[config.mk]
export PLATFORM = sky130hd
export DESIGN_NAME = sd_init_sequencer
export DESIGN_NICKNAME = d
export VERILOG_FILES = /design/src/rtl/sd_init_sequencer.sv
export SDC_FILE = /design/constraint.sdc
export NUM_CORES = 1
export LEC_CHECK = 0
export CAP_MARGIN = 10
export CORE_ASPECT_RATIO = 0.6
export CORE_MARGIN = 2
export CORE_UTILIZATION = 54
export CTS_CLUSTER_DIAMETER = 50
export DETAILED_ROUTE_END_ITERATION = 8
export GPL_TIMING_DRIVEN = 0
export PLACE_DENSITY = 0.95
export SYNTH_ARGS = -nofsm -noshare
export SYNTH_HDL_FRONTEND = slang
export SYNTH_SLANG_ARGS = --single-unit
[constraint.sdc]
create_clock -name control_clk_i -period 4.4 [get_ports control_clk_i]
set_input_delay 0.66 -clock control_clk_i [delete_from_list [all_inputs] [get_ports control_clk_i]]
set_output_delay 0.66 -clock control_clk_i [all_outputs]
set_load 0.005 [all_outputs]
[src/rtl/sd_init_sequencer.sv]
// ---------------------------------------------------------------------------
// sd_init_sequencer : drives the SPI engine through microSD SPI-mode power-up
// and initialisation.  Revision 1.0
// ---------------------------------------------------------------------------
`default_nettype none

module sd_init_sequencer #(
  parameter int POWERUP_BYTES  = 10,
  parameter int ACMD41_RETRIES = 1000,
  parameter int RESP_TIMEOUT   = 65535,
  parameter int CMD0_RETRIES   = 3
) (
  input  logic        control_clk_i,
  input  logic        control_rst_i,
  input  logic        init_start_i,
  input  logic        spi_done_i,
  input  logic [39:0] spi_resp_i,
  output logic        spi_start_o,
  output logic [47:0] spi_cmd_o,
  output logic        spi_dummy_o,
  output logic        clk_div_sel_o,
  output logic        init_busy_o,
  output logic        init_done_o,
  output logic        init_error_o,
  output logic [2:0]  err_code_o,
  output logic        sdhc_o
);

  localparam int PU_W   = $clog2(POWERUP_BYTES + 1);
  localparam int CMD0_W = $clog2(CMD0_RETRIES + 1);
  localparam int ACMD_W = $clog2(ACMD41_RETRIES + 1);
  localparam int TMO_W  = $clog2(RESP_TIMEOUT + 1);

  localparam logic [47:0] FRAME_DUMMY  = 48'hFFFF_FFFF_FFFF;
  localparam logic [47:0] FRAME_CMD0   = 48'h40_0000_0000_95;
  localparam logic [47:0] FRAME_CMD8   = 48'h48_0000_01AA_87;
  localparam logic [47:0] FRAME_CMD55  = 48'h77_0000_0000_01;
  localparam logic [47:0] FRAME_ACMD41 = 48'h69_4000_0000_01;
  localparam logic [47:0] FRAME_CMD58  = 48'h7A_0000_0000_01;
  localparam logic [47:0] FRAME_CMD16  = 48'h50_0000_0200_01;

  typedef enum logic [3:0] {
    S_IDLE, S_POWERUP, S_CMD0, S_CMD8, S_CMD55,
    S_ACMD41, S_CMD58, S_CMD16, S_DONE, S_ERROR
  } state_t;

  state_t              state, state_next, go_state;
  logic                in_wait, in_wait_next;
  logic                v2, v2_next;
  logic [PU_W-1:0]     pu_cnt, pu_next;
  logic [CMD0_W-1:0]   cmd0_cnt, cmd0_next;
  logic [ACMD_W-1:0]   acmd_cnt, acmd_next, acmd_inc;
  logic [TMO_W-1:0]    tmo_cnt, tmo_next;
  logic                start_next, dummy_next, div_next, busy_next;
  logic                done_next, error_next, sdhc_next;
  logic [2:0]          err_next, fail_code;
  logic [47:0]         cmd_next;
  logic                go, fail;
  logic [7:0]          r1;
  logic [31:0]         payload;
  logic                unused_resp_bits;

  assign r1               = spi_resp_i[39:32];
  assign payload          = spi_resp_i[31:0];
  assign acmd_inc         = acmd_cnt + 1'b1;
  assign unused_resp_bits = ^{payload[31], payload[29:12]};

  function automatic logic [47:0] frame_for(input state_t s);
    case (s)
      S_POWERUP: frame_for = FRAME_DUMMY;
      S_CMD0:    frame_for = FRAME_CMD0;
      S_CMD8:    frame_for = FRAME_CMD8;
      S_CMD55:   frame_for = FRAME_CMD55;
      S_ACMD41:  frame_for = FRAME_ACMD41;
      S_CMD58:   frame_for = FRAME_CMD58;
      S_CMD16:   frame_for = FRAME_CMD16;
      default:   frame_for = 48'h0;
    endcase
  endfunction

  always_comb begin
    state_next   = state;
    in_wait_next = in_wait;
    v2_next      = v2;
    pu_next      = pu_cnt;
    cmd0_next    = cmd0_cnt;
    acmd_next    = acmd_cnt;
    tmo_next     = tmo_cnt;
    start_next   = 1'b0;
    cmd_next     = spi_cmd_o;
    dummy_next   = spi_dummy_o;
    div_next     = clk_div_sel_o;
    busy_next    = init_busy_o;
    done_next    = init_done_o;
    error_next   = init_error_o;
    err_next     = err_code_o;
    sdhc_next    = sdhc_o;
    go           = 1'b0;
    go_state     = state;
    fail         = 1'b0;
    fail_code    = 3'd0;

    case (state)
      S_IDLE, S_DONE, S_ERROR: begin
        if (init_start_i) begin
          done_next  = 1'b0;
          error_next = 1'b0;
          err_next   = 3'd0;
          sdhc_next  = 1'b0;
          v2_next    = 1'b0;
          pu_next    = '0;
          cmd0_next  = '0;
          acmd_next  = '0;
          busy_next  = 1'b1;
          div_next   = 1'b0;
          dummy_next = 1'b1;
          go         = 1'b1;
          go_state   = S_POWERUP;
        end
      end
      default: begin
        if (!in_wait) begin
          in_wait_next = 1'b1;
          tmo_next     = '0;
        end else if (spi_done_i) begin
          case (state)
            S_POWERUP: begin
              pu_next = pu_cnt + 1'b1;
              go      = 1'b1;
              if (pu_cnt == PU_W'(POWERUP_BYTES - 1)) begin
                dummy_next = 1'b0;
                go_state   = S_CMD0;
              end else begin
                go_state   = S_POWERUP;
              end
            end
            S_CMD0: begin
              if (r1 == 8'h01) begin
                go       = 1'b1;
                go_state = S_CMD8;
              end else if (cmd0_cnt == CMD0_W'(CMD0_RETRIES - 1)) begin
                fail      = 1'b1;
                fail_code = 3'd1;
              end else begin
                cmd0_next = cmd0_cnt + 1'b1;
                go        = 1'b1;
                go_state  = S_CMD0;
              end
            end
            S_CMD8: begin
              if (r1 == 8'h01 && payload[11:0] == 12'h1AA) begin
                v2_next  = 1'b1;
                go       = 1'b1;
                go_state = S_CMD55;
              end else if (r1 == 8'h05) begin
                v2_next  = 1'b0;
                go       = 1'b1;
                go_state = S_CMD55;
              end else begin
                fail      = 1'b1;
                fail_code = 3'd2;
              end
            end
            S_CMD55: begin
              if ((r1 & 8'hFE) == 8'h00) begin
                go       = 1'b1;
                go_state = S_ACMD41;
              end else begin
                fail      = 1'b1;
                fail_code = 3'd3;
              end
            end
            S_ACMD41: begin
              if (r1 == 8'h00) begin
                go       = 1'b1;
                go_state = v2 ? S_CMD58 : S_CMD16;
              end else if (r1 == 8'h01) begin
                // Card still in idle: count the attempt and poll again.
                acmd_next = acmd_inc;
                if (acmd_inc == ACMD_W'(ACMD41_RETRIES)) begin
                  fail      = 1'b1;
                  fail_code = 3'd4;
                end else begin
                  go       = 1'b1;
                  go_state = S_CMD55;
                end
              end else begin
                fail      = 1'b1;
                fail_code = 3'd4;
              end
            end
            S_CMD58: begin
              if (r1 == 8'h00) begin
                sdhc_next = payload[30];
                go        = 1'b1;
                go_state  = payload[30] ? S_DONE : S_CMD16;
              end else begin
                fail      = 1'b1;
                fail_code = 3'd5;
              end
            end
            S_CMD16: begin
              if (r1 == 8'h00) begin
                go       = 1'b1;
                go_state = S_DONE;
              end else begin
                fail      = 1'b1;
                fail_code = 3'd6;
              end
            end
            default: ;
          endcase
        end else if (tmo_cnt == TMO_W'(RESP_TIMEOUT - 1)) begin
          fail      = 1'b1;
          fail_code = 3'd7;
        end else begin
          tmo_next = tmo_cnt + 1'b1;
        end
      end
    endcase

    if (fail) begin
      state_next   = S_ERROR;
      in_wait_next = 1'b0;
      busy_next    = 1'b0;
      error_next   = 1'b1;
      div_next     = 1'b0;
      dummy_next   = 1'b0;
      err_next     = fail_code;
    end else if (go) begin
      in_wait_next = 1'b0;
      state_next   = go_state;
      if (go_state == S_DONE) begin
        busy_next = 1'b0;
        done_next = 1'b1;
        div_next  = 1'b1;
      end else begin
        // Frame is loaded with the state change; the request follows in ISSUE.
        cmd_next   = frame_for(go_state);
        start_next = 1'b1;
      end
    end
  end

  always_ff @(posedge control_clk_i or negedge control_rst_i) begin
    if (!control_rst_i) begin
      state         <= S_IDLE;
      in_wait       <= 1'b0;
      v2            <= 1'b0;
      pu_cnt        <= '0;
      cmd0_cnt      <= '0;
      acmd_cnt      <= '0;
      tmo_cnt       <= '0;
      spi_start_o   <= 1'b0;
      spi_cmd_o     <= 48'h0;
      spi_dummy_o   <= 1'b0;
      clk_div_sel_o <= 1'b0;
      init_busy_o   <= 1'b0;
      init_done_o   <= 1'b0;
      init_error_o  <= 1'b0;
      err_code_o    <= 3'd0;
      sdhc_o        <= 1'b0;
    end else begin
      state         <= state_next;
      in_wait       <= in_wait_next;
      v2            <= v2_next;
      pu_cnt        <= pu_next;
      cmd0_cnt      <= cmd0_next;
      acmd_cnt      <= acmd_next;
      tmo_cnt       <= tmo_next;
      spi_start_o   <= start_next;
      spi_cmd_o     <= cmd_next;
      spi_dummy_o   <= dummy_next;
      clk_div_sel_o <= div_next;
      init_busy_o   <= busy_next;
      init_done_o   <= done_next;
      init_error_o  <= error_next;
      err_code_o    <= err_next;
      sdhc_o        <= sdhc_next;
    end
  end

endmodule

`default_nettype wire

### Word-level counts from Yosys, hierarchy flattened

Cells that the tools add are included.

* reduce and logical (&&, ||, !) cells: 32
* bitwise operators: 3
* equal/unequal tests: 32
* $add $sub $neg: 4
* muxes and demuxes: 131

Operator list (count)
* case mux 48 bit (7 select lines): 1
* two-way mux 4 bit: 22
* two-way mux 1 bit: 71
* two-way mux 10 bit: 7
* two-way mux 16 bit: 3
* two-way mux 3 bit: 12
* equality test 4 x 3 -> 1 bit, second input constant: 8
* case mux 4 bit (7 select lines): 1
* nonzero test 2 bit: 12
* two-way mux 2 bit: 11
* case mux 3 bit (6 select lines): 1
* adder 16 x 1 -> 16 bit, second input constant: 1
* equality test 16 bit, second input constant: 1
* equality test 4 x 2 -> 1 bit, second input constant: 4
* equality test 4 bit, second input constant: 4
* zero test 8 bit: 2
* AND reduction 5 bit: 3
* nonzero test 3 bit: 5
* equality test 12 x 9 -> 1 bit, second input constant: 1
* AND reduction 6 bit: 2
* adder 10 x 1 -> 10 bit, second input constant: 1
* equality test 10 bit, second input constant: 1
* equality test 4 x 1 -> 1 bit, second input constant: 2
* equality test 8 x 1 -> 1 bit, second input constant: 1
* 17 further kinds: 25

* output and inout bits: 58
* register bits after elaboration: 96
* input port bits: 44

### Longest topological paths before layout

* depth in word-level cells: 13
* depth in mapped cells: 10

### Worst setup path after synthesis

OpenSTA, ideal clock, no wires.

* kind: input -> register
* from: input port spi_resp_i[32]
* to: register spi_cmd_o[41]
* cell stages on the path: 7
* path slack: 1.746 ns
* data arrival time: 2.530 ns
* library setup time: 0.124 ns
* data required time: 4.276 ns
* path through: buf_2 -> or4_4 -> o31a_1 -> o41a_1 -> buf_2 -> and3_1 -> a211o_1

* word-level cells in the longest chain between the ends: 10
* elaborated cells on any way between the ends: 47
* those cells by class: eq/ne (10); mux (32); bitwise (2); reduce/logical (3)

RTL lines
* start, declared: line 17 `input logic [39:0] spi_resp_i,`
* parallel branches: the longest is 10 deep, another holds case mux 48 bit (7 select lines)
* end signal, assigned: line 272 `spi_cmd_o <= cmd_next;`
* end, declared: line 19 `output logic [47:0] spi_cmd_o,`

Parallel ways; which one is timed is not known.
A chain may end at the register's enable or synchronous reset.

### Worst setup path after layout

* from: input port spi_resp_i[5]
* to: register spi_cmd_o[43]

* word-level cells in the longest chain between the ends: 10
* elaborated cells on any way between the ends: 29
* those cells by class: eq/ne (9); mux (16); bitwise (2); reduce/logical (2)

RTL lines
* equality test 12 x 9 -> 1 bit *: line 151 `if (r1 == 8'h01 && payload[11:0] == 12'h1AA) begin`
* logical AND 1 bit *: line 151
* parallel branches: the longest is 8 deep, another holds case mux 48 bit (7 select lines)

Mark *: on every way between the ends.

==> impl_metrics.tcl <==
set metrics [dict create \
    status "completed" \
    maxCapViolations 0 \
    synth_top_area_share_pct 38.4 \
    start_util_pct 55.2 \
    relSlewSlack_pct 42.1 \
    hold_ws_ps 327 \
    firstDrtPassIters 5 \
    cts.repair.resized 0 \
    grt_pass1_wl_um 18500 \
    cp.buffers_inverters 2 \
    setup_slack_ps 986 \
    fin_skew_ps 9.15 \
    fmax_mhz 293 \
    ys_seq_area_share_pct 38.4 \
    syn-mean-instance-area_um2 9.03 \
    num_antenna_cells 0 \
    worstMarginPinSlew_ps 869 \
    critPathCaptureType "flop" \
    required_ps 4620 \
    dpl.cell_count 614 \
    cp_slowest_stage_delay_ps 560 \
    synth_edf_count 0 \
    synthCells 441 \
    area_growth_pct 31.0 \
    io_pins 102 \
    grtUsageTotal_pct 29.7 \
    hold_path.class "primary input to asynchronous set/reset pin" \
    ys_seq_elements 61 \
    grt_max_degree 39 \
    tritoncts "done" \
    final_common_cell "clkdlybuf4s50_1" \
    synth_area_um2 3980 \
    seqCellArea_um2 1530 \
    vias 3794 \
    rsz0062_at_grt "false" \
    crit_fanout 10 \
    ff2ff_setup_slack_ps 1310 \
    cts_buffers 9 \
    multi_input_area_um2 2040 \
    ant_nets 0 \
    cp-start-kind "primary input" \
    ir_drop_mv 0.235 \
    root_buffer "clkbuf_16" \
    final_cell_mix "80 x clkdlybuf4s50_1, 61 x dfrtp_1, 42 x nor2_1" \
    vias_per_cell 6.03 \
    hold_buffers 0 \
    ys.flop_type "dfrtp_1" \
    synthArstFlopShare_pct 100 \
    cts_num_sinks 61 \
    post-route-period-util_pct 77.6 \
    htree_num_levels 3 \
    drc 0 \
    globalRoute.totalOverflow 0 \
    fp-row-count 24 \
    power.density_nw_per_um2 586 \
    clkTransAtPathRegs_ps 60 \
    synthTopCellsByArea "dfrtp_1 38%, buf_4 7.0%, nor2_1 4.0%" \
    drive_gt1_share_pct 15.2 \
    crit_path_top_delay_cell "nor3b_1" \
    dpl.hpwl_um 8580 \
    reg2regPathDepth 8 \
    num-fill-cells 527 \
    final_nets 585 \
    drv_slew 0 \
    first_global_vias 3634 \
    final_cells 629 \
    io_buffer_count 81 \
    synth_top_cell_by_area "dfrtp_1" \
    crit_chain "clkdlybuf4s50_1, nor4bb_1, a31o_1, nor3b_1, nor3_1, o221ai_2, nand2_1, buf_4, a22o_1" \
    hold_viol 0 \
    dp_slack_ps 786 \
    yosysWarningCount 0 \
    grt_antenna_before_repair 0 \
    clock_latency_ps 340 \
    setup_viol 0 \
    power.leakage_uw 0.00226 \
    worstPathArrival_ps 3630 \
    die_h_um 70.5 \
    r2r-end "spi_cmd_o[44]$_DFFE_PN0P_" \
    synth_cell_type_count 71 \
    period_needed_ps 3410 \
    die_w_um 115 \
    rr_startpoint "acmd_cnt[1]$_DFFE_PN0P_" \
    fin_tns_setup_ps 0 \
    drt_iter0_markers 380 \
    postSynthNetCount 492 \
    wl_per_cell_um 18.4 \
    cts_setup_buffers 0 \
    place_congestion 0.974 \
    cts_max_path_buffers 2 \
    dieArea_um2 8100 \
    core_um2 7210 \
    wirelength_um 11600 \
    cpLargestDelayFamily "simple AND/OR/NAND/NOR gates" \
    critical_path_class "primary input to flop" \
    finalPower_uw 3050 \
]
-- cell type report --
class | instances | share of cell area, %
multi-input combinational | 311 | 39.1
tap | 91 | 2.18
sequential | 61 | 29.3
buffer | 59 | 7.25
timing repair buffer | 82 | 15.8
clock inverter | 1 | 0.576
inverter | 10 | 0.720
clock buffer | 14 | 5.06
-- cells in the mapped netlist, drive strengths merged (2+ instances only) --
master	number
nor2b	8
nor2	43
nand3b	3
xnor2	6
a211oi	3
o21a	2
and2	5
a211o	2
nor3	12
o21ai	25
nor4	4
and4	5
a22o	6
inv	9
a21oi	12
or4	3
nand3	22
o31a	2
nor4b	2
and3	8
nand2b	9
nor4bb	3
nand4	9
dfrtp	61
xor2	17
a32oi	3
ha	7
nand2	41
a2bb2oi	2
o31ai	8
a21o	5
buf	51
clkbuf	8
a31o	3
mux2i	6
a31oi	3
-- metrics by stage --
stage | utilization, % | instance area [um2]
after CTS | 72.3 | 5210
after global placement | 68.1 | 4900
after floorplan | - | 3980
after detailed placement | 68.3 | 4920
after global routing | 72.3 | 5210
final | 72.3 | 5210
-- registers in the layout (all words and copies together) (netlist names), 2 cells and up --
| name | flops |
|---|---|
| tmo_cnt | 16 |
| spi_cmd_o | 13 |
| acmd_cnt | 10 |
| pu_cnt | 4 |
| state | 4 |
| err_code_o | 3 |
| cmd0_cnt | 2 |
-- cell families (layout without fill, tap and decap cells) --
family | Yosys count | in the layout | synth area share [%]
DFF | 61 | 61 | 38.4
and+or+nand+nor | 184 | 184 | 25.2
AOI/OAI and AO/OA | 91 | 91 | 17.3
xor gates and xnor gates | 23 | 23 | 5.06
adders and majority gates | 7 | 7 | 2.20
buffers and inverters | 69 | 166 | 10.4
muxes | 6 | 6 | 1.51
-- layer usage --
metal | GRT usage [%] | part of all wire, % | up-vias
met5 | 0 | 0 | -
met3 | 11.4 | 9.7 | 25
met4 | 9.24 | 1.9 | 0
met2 | 43.7 | 46 | 199
met1 | 40.7 | 43 | 1845
li1 | - | - | 1725
-- worst register-to-register path, stage by stage (launching register included) --
cell     delay [ps]
dfrtp_1         490
ha_1            350
and3_1          290
and4_1          220
a32oi_1         120
nor4b_1         630
o32ai_4         330
o211a_1         310
a211o_1         230
-- where the power goes --
group	switching, uW	leakage (uW)	internal [uW]
Combinational	684	0.00132	868
Clock	240	0.000143	466
Sequential	121	0.000791	674
-- how the worst max path moves through the flow --
stage	startpoint	to	slack, ps	cells after the start
2_1_floorplan	spi_resp_i[32]	spi_cmd_o[41]$_DFFE_PN0P_	1750	7
3_3_place_gp	control_rst_i	spi_dummy_o$_DFFE_PN0P_	740	1
3_5_place_dp	spi_resp_i[7]	spi_cmd_o[43]$_DFFE_PN0P_	790	9
4_1_cts	spi_resp_i[5]	spi_cmd_o[43]$_DFFE_PN0P_	1120	9
5_1_grt	spi_resp_i[5]	spi_cmd_o[16]$_DFFE_PN0P_	840	9
6_report	spi_resp_i[5]	spi_cmd_o[43]$_DFFE_PN0P_	990	9
Power figures use the tool's default switching activity.
